**src/rtl/uart_pkg.sv**
```systemverilog
// Shared UART types and constants, used by both the transmit and receive paths.
package uart_pkg;

   typedef enum logic [1:0] {IDLE, START, DATA, STOP} uart_state_t;

   localparam int UART_CLKS_PER_BIT_12M_115200 = 104;
   localparam int UART_DATA_BITS               = 8;

endpackage

```
**src/rtl/uart_tx_fifo.sv**
```systemverilog
// Synchronous TX byte FIFO with combinational read port; only instantiated when UART_TX_FIFO_EN is defined.
module uart_tx_fifo #(
   parameter int WIDTH = 8,
   parameter int DEPTH = 16
) (
   input  logic             clk,
   input  logic             rst,
   input  logic             push,
   input  logic [WIDTH-1:0] push_data,
   input  logic             pop,
   output logic [WIDTH-1:0] pop_data,
   output logic             full,
   output logic             empty
);

   localparam int AW = $clog2(DEPTH);

   logic [WIDTH-1:0] mem_q [DEPTH];
   logic [AW:0]      wrPtr_q, rdPtr_q;
   logic             wrEn, rdEn;

   // A push into a full FIFO is only allowed when the same cycle frees a slot.
   assign wrEn = push && (!full || pop);
   assign rdEn = pop && !empty;

   always_ff @(posedge clk) begin
      if (rst) begin
         wrPtr_q <= '0;
         rdPtr_q <= '0;
      end else begin
         if (wrEn) wrPtr_q <= wrPtr_q + 1'b1;
         if (rdEn) rdPtr_q <= rdPtr_q + 1'b1;
      end
   end

   always_ff @(posedge clk) begin
      if (wrEn) mem_q[wrPtr_q[AW-1:0]] <= push_data;
   end

   assign pop_data = mem_q[rdPtr_q[AW-1:0]];
   assign empty    = (wrPtr_q == rdPtr_q);
   assign full     = (wrPtr_q[AW] != rdPtr_q[AW]) && (wrPtr_q[AW-1:0] == rdPtr_q[AW-1:0]);

endmodule

```
**src/rtl/uart_tx.sv**
```systemverilog
// 8N1 UART transmitter with registered tx pin.
// Define UART_TX_FIFO_EN to buffer bytes in a FIFO_DEPTH-entry FIFO and send frames back to back.
module uart_tx
   import uart_pkg::*;
#(
   parameter int CLKS_PER_BIT = UART_CLKS_PER_BIT_12M_115200,
   parameter int FIFO_DEPTH   = 16
) (
   input  logic       clk,
   input  logic       rst,
   input  logic [7:0] in_data,
   input  logic       in_valid,
   output logic       in_ready,
   output logic       tx,
   output logic       busy
);

   localparam int CNT_W = (CLKS_PER_BIT > 1) ? $clog2(CLKS_PER_BIT) : 1;
   localparam int IDX_W = $clog2(UART_DATA_BITS);
   localparam logic [CNT_W-1:0] CNT_LAST = CNT_W'(CLKS_PER_BIT - 1);
   localparam logic [IDX_W-1:0] IDX_LAST = IDX_W'(UART_DATA_BITS - 1);

   if (CLKS_PER_BIT < 2 || FIFO_DEPTH < 2 || (FIFO_DEPTH & (FIFO_DEPTH - 1)) != 0) begin : gBadParams
      $error("uart_tx: CLKS_PER_BIT must be >= 2 and FIFO_DEPTH a power of two >= 2");
   end

   uart_state_t               state_q, state_d;
   logic [CNT_W-1:0]          clkCnt_q, clkCnt_d;
   logic [IDX_W-1:0]          bitIdx_q, bitIdx_d;
   logic [UART_DATA_BITS-1:0] shift_q, shift_d;
   logic                      tx_q, tx_d;
   logic                      accept, pending, loadByte, bitEnd;
   logic [UART_DATA_BITS-1:0] loadData;

   assign accept = in_valid && in_ready;
   assign bitEnd = (clkCnt_q == CNT_LAST);

`ifdef UART_TX_FIFO_EN
   logic fifoFull, fifoEmpty;

   uart_tx_fifo #(
      .WIDTH (UART_DATA_BITS),
      .DEPTH (FIFO_DEPTH)
   ) uFifo (
      .clk       (clk),
      .rst       (rst),
      .push      (accept),
      .push_data (in_data),
      .pop       (loadByte),
      .pop_data  (loadData),
      .full      (fifoFull),
      .empty     (fifoEmpty)
   );

   assign in_ready = !fifoFull && !rst;
   assign pending  = !fifoEmpty;
   assign busy     = ((state_q != IDLE) || pending) && !rst;
`else
   assign in_ready = (state_q == IDLE) && !rst;
   assign pending  = accept;
   assign loadData = in_data;
   assign busy     = (state_q != IDLE) && !rst;
`endif

   // A new byte is taken either from idle or at the very end of a stop bit.
   assign loadByte = pending && ((state_q == IDLE) || ((state_q == STOP) && bitEnd));

   // Next-state logic; tx_d is the line level for the cycle after this edge.
   always_comb begin
      state_d  = state_q;
      clkCnt_d = clkCnt_q;
      bitIdx_d = bitIdx_q;
      shift_d  = shift_q;
      tx_d     = 1'b1;
      case (state_q)
         IDLE: begin
            if (loadByte) begin
               state_d  = START;
               clkCnt_d = '0;
               shift_d  = loadData;
               tx_d     = 1'b0;
            end
         end
         START: begin
            tx_d = 1'b0;
            if (bitEnd) begin
               state_d  = DATA;
               clkCnt_d = '0;
               bitIdx_d = '0;
               tx_d     = shift_q[0];
            end else begin
               clkCnt_d = clkCnt_q + 1'b1;
            end
         end
         DATA: begin
            tx_d = shift_q[0];
            if (bitEnd) begin
               clkCnt_d = '0;
               shift_d  = shift_q >> 1;
               if (bitIdx_q == IDX_LAST) begin
                  state_d = STOP;
                  tx_d    = 1'b1;
               end else begin
                  bitIdx_d = bitIdx_q + 1'b1;
                  tx_d     = shift_q[1];
               end
            end else begin
               clkCnt_d = clkCnt_q + 1'b1;
            end
         end
         STOP: begin
            tx_d = 1'b1;
            if (bitEnd) begin
               clkCnt_d = '0;
               if (loadByte) begin
                  state_d = START;
                  shift_d = loadData;
                  tx_d    = 1'b0;
               end else begin
                  state_d = IDLE;
               end
            end else begin
               clkCnt_d = clkCnt_q + 1'b1;
            end
         end
         default: begin
            state_d  = IDLE;
            clkCnt_d = '0;
            bitIdx_d = '0;
            tx_d     = 1'b1;
         end
      endcase
   end

   always_ff @(posedge clk) begin
      if (rst) begin
         state_q  <= IDLE;
         clkCnt_q <= '0;
         bitIdx_q <= '0;
         shift_q  <= '0;
         tx_q     <= 1'b1;
      end else begin
         state_q  <= state_d;
         clkCnt_q <= clkCnt_d;
         bitIdx_q <= bitIdx_d;
         shift_q  <= shift_d;
         tx_q     <= tx_d;
      end
   end

   assign tx = tx_q;

endmodule

```
**config.mk**
```make
export PLATFORM = sky130hd
export DESIGN_NAME = uart_tx
export DESIGN_NICKNAME = d
export VERILOG_FILES = /design/src/rtl/uart_pkg.sv /design/src/rtl/uart_tx_fifo.sv /design/src/rtl/uart_tx.sv
export SDC_FILE = /design/constraint.sdc
export NUM_CORES = 1
export LEC_CHECK = 0
export ABC_AREA = 0
export BUFFER_PORTS_ARGS = -buffer_cell sky130_fd_sc_hd__buf_2
export CORE_ASPECT_RATIO = 1.4
export CORE_MARGIN = 2
export CORE_UTILIZATION = 57
export DETAILED_ROUTE_END_ITERATION = 6
export GPL_TIMING_DRIVEN = 1
export PLACE_DENSITY_LB_ADDON = 0.08
export SETUP_SLACK_MARGIN = 0.4
export SLEW_MARGIN = 5
export SYNTH_ARGS = -nofsm -noshare
export SYNTH_HDL_FRONTEND = slang
export SYNTH_SLANG_ARGS = --single-unit
```
**constraint.sdc**
```tcl
create_clock -name clk -period 2.1 [get_ports clk]
set_input_delay 0.63 -clock clk [delete_from_list [all_inputs] [get_ports clk]]
set_output_delay 0.63 -clock clk [all_outputs]
set_load 0.01 [all_outputs]
```
==> results.py <==
metrics = {
    "setup_path": {
        "path_cells": "inv_4 > ha_4 > buf_6 > nor2_4 > buf_6",
        "path_max_fanout": 3,
        "cp_data_required_time_ns": 1.47,
        "cp_common_cell": "buf_6",
        "worstRegToRegCells": 7,
        "cp.arrival_ns": 1.19,
        "r2r_slack_ns": 0.35,
        "cp.depth": 5,
        "start_kind": "flip-flop",
        "crit_path_end": "busy",
        "slowest_delay_ns": 0.39,
        "reg2reg_from": "state_q[1]",
        "path_delay_family": "flip-flops",
        "critPathCaptureType": "output port",
        "r2r_end": "state_q[0]",
        "critical_path_class": "reg -> out",
        "slowest_stage": "dfxtp_4",
        "crit_start": "state_q[1]",
        "critical_path_buf_inv_count": 3,
    },
    "synthesis": {
        "ys_types": 41,
        "synth_compound_area_share_pct": 24.5,
        "synth.area.top_cells": "dfxtp_1 32%, ha_1 7.7%, mux2i_1 7.0%",
        "synth_area_sq_um": 1290,
        "synth-edff-count": 0,
        "synth_area_leader_cell": "dfxtp_1",
        "yosysWarnings": 0,
        "async_reset_ff_share_pct": 0,
        "synth_top_family_by_area": "compound AO/OA/AOI/OAI gates",
        "synth_top_cell_area_share_pct": 32.5,
        "yosysSeqAreaShare_pct": 32.5,
        "synth_xor_area_share_pct": 0,
        "muxShareOfSynthArea_pct": 7.83,
        "synth_seq_cells": 21,
        "syn_avg_cell_area_sq_um": 9.38,
        "synth-main-ff-cell": "dfxtp_1",
        "synth_fa_ha_area_share_pct": 7.73,
        "synth_fp_nets": 157,
        "netlist_instances": 138,
        "synth-simple-area-share_pct": 21.6,
    },
    "detailed_routing": {
        "avgRoutedWirePerCell_um": 16.6,
        "drcViolationCount": 0,
        "routed_via_density": 6.36,
        "vias": 1202,
        "drt-initial-drc-count": 35,
        "first_pass_iters": 4,
        "detail-route-antenna-nets": 0,
        "wl_um": 3130,
    },
    "job": {
        "max_cap_viol_count": 0,
    },
    "die": {
        "die_w_um": 44.3,
        "io_pins": 14,
        "start_util_pct": 60.2,
        "coreArea_sq_um": 2150,
        "die-area_sq_um": 2670,
        "die_y_um": 60.4,
        "rows": 20,
    },
    "power": {
        "ir_worst_vdd_v": 0.000991,
        "leakage_nw": 0.633,
        "total_power_mw": 2.17,
        "p_per_area_nw_per_um2": 1330,
    },
    "global_route": {
        "antenna_found_initial": 0,
        "grt_overflow": 0,
        "grt_pass1_wl_um": 4900,
        "grt_pass1_vias": 1116,
        "grt_max_degree": 16,
        "track_usage_pct": 24.3,
    },
    "cts": {
        "cts_buffers": 3,
        "clock-sinks": 21,
        "cts_buffer_depth": 2,
        "cts_root_buffer": "clkbuf_4",
        "clk_pin_slew_worst_paths_ns": 0.12,
        "tritoncts": "yes",
        "htree_levels": 1,
        "clk_latency_ns": 0.31,
    },
    "finish": {
        "drive_gt1_share_pct": 38.3,
        "num-nets-final": 187,
        "diodes": 0,
        "areaGrowthSynthToFinish_pct": 25.7,
        "fin_cells": 189,
    },
    "timing": {
        "fin_crit_sh_pct": 86.7,
        "clock.fmax_ghz": 0.549,
        "worst_pin_slew_ns": 0.387,
        "grt_setup_unrepaired": "true",
        "slew_headroom_pct": 74.1,
        "post-route-min-period_ns": 1.82,
        "fin_tns_setup_ns": 0,
        "setup_viol": 0,
        "drv_slew": 0,
        "hold_viol": 0,
        "skew_ns": 0.00420,
    },
    "outcome": {
        "run_status": "complete, no violations",
    },
    "place": {
        "gp_congestion": 0.818,
        "place_inst": 169,
        "port-buffer-count": 13,
        "hpwl_um": 1950,
    },
    "worst_hold_path": {
        "hold_class": "reg -> reg",
        "min_path_cells": 2,
    },
}
through the flow:
step	util [%]	setup WS (ns)	instance area [sq um]	hold WS (ns)
2_1_floorplan	-	0.399	1330	0.438
3_3_place_gp	64.2	0.295	1380	0.453
3_5_place_dp	64.2	0.226	1380	0.465
4_1_cts	72.8	0.288	1570	0.485
5_1_grt	75.6	0.244	1630	0.521
6_report	75.6	0.279	1630	0.511
area by class of cell:
class / count / area [sq um]
well taps: 22 / 27.5
multi-input cells: 103 / 878
clock buffers: 4 / 26.3
repair buffers: 33 / 238
inverters: 6 / 32.5
flip-flops and latches: 21 / 425
fillers: 153 / 524
tightest hold or removal path, delay by kind of cell, from the launching register on:
family | cells | cell delay [ns]
DFF | 1 | 0.34
and+or+nand+nor | 1 | 0.07
muxes | 1 | 0.07
report_power, final:
group / leakage (nW) / switching, mW / internal [mW]
sequential: 0.172 / 0.0668 / 0.506
clock: 0.0150 / 0.130 / 0.0742
combinational: 0.445 / 0.713 / 0.678
total: 0.633 / 0.909 / 1.26
metal layers:
layer	global-route usage [%]	vias up	part of all wire [%]
li1	-	582	-
met1	29.3	561	42
met2	43.1	43	50
met3	1.79	16	3.4
met4	12.1	0	4.8
met5	0	-	0
how the worst min path moves through the flow:
stage                from          to  slack, ns
3_5_place_dp   shift_q[7]  shift_q[7]       0.46
5_1_grt        shift_q[7]  shift_q[7]       0.52
2_1_floorplan  shift_q[7]  shift_q[7]       0.44
4_1_cts        shift_q[7]  shift_q[7]       0.49
6_report       shift_q[7]  shift_q[7]       0.51
3_3_place_gp   shift_q[7]  shift_q[7]       0.45
cell families (layout without fill, tap and decap cells):
logic type,Yosys count,after routing
AOI/OAI and AO/OA,40,40
adders and majority gates,8,8
and+or+nand+nor,45,45
DFF,21,21
buffers and inverters,14,43
muxes,10,10
cells in the final DEF (no fill, tap or decap), types with 5 or more instances in the layout:
cell and instances:
a21oi_1 11, a311oi_1 6, buf_2 13, buf_4 14, buf_6 6, dfxtp_1 19
mux2i_1 9, nand2_1 11, nand3_1 5
repair_timing:
item,4_1_cts,5_1_grt
pin swaps,4,6
buffers inserted,11,4
hold buffers,0,0
gates resized for setup,20,9
endpoints found under the setup margin,12,13
gates cloned,0,1
Yosys cell counts, drive strengths merged (2+ instances only):
cell type  count
dfxtp         21
a21oi         13
nand2         12
mux2i          9
a311oi         8
ha             8
buf            6
inv            6
nor2           6
o21ai          6
nand3          5
a31oi          4
and3           3
nand3b         3
a22o           2
and2           2
clkbuf         2
nand2b         2
nand4          2
nor3           2
nor4           2
or3            2
sequential cells by signal, summed over array words and instances (netlist names):
| signal | flops |
|---|---|
| clkCnt_q | 7 |
| shift_q | 8 |
| state_q | 2 |
| bitIdx_q | 3 |
| tx | 1 |
Note: power is estimated with default switching activity, not from simulation.
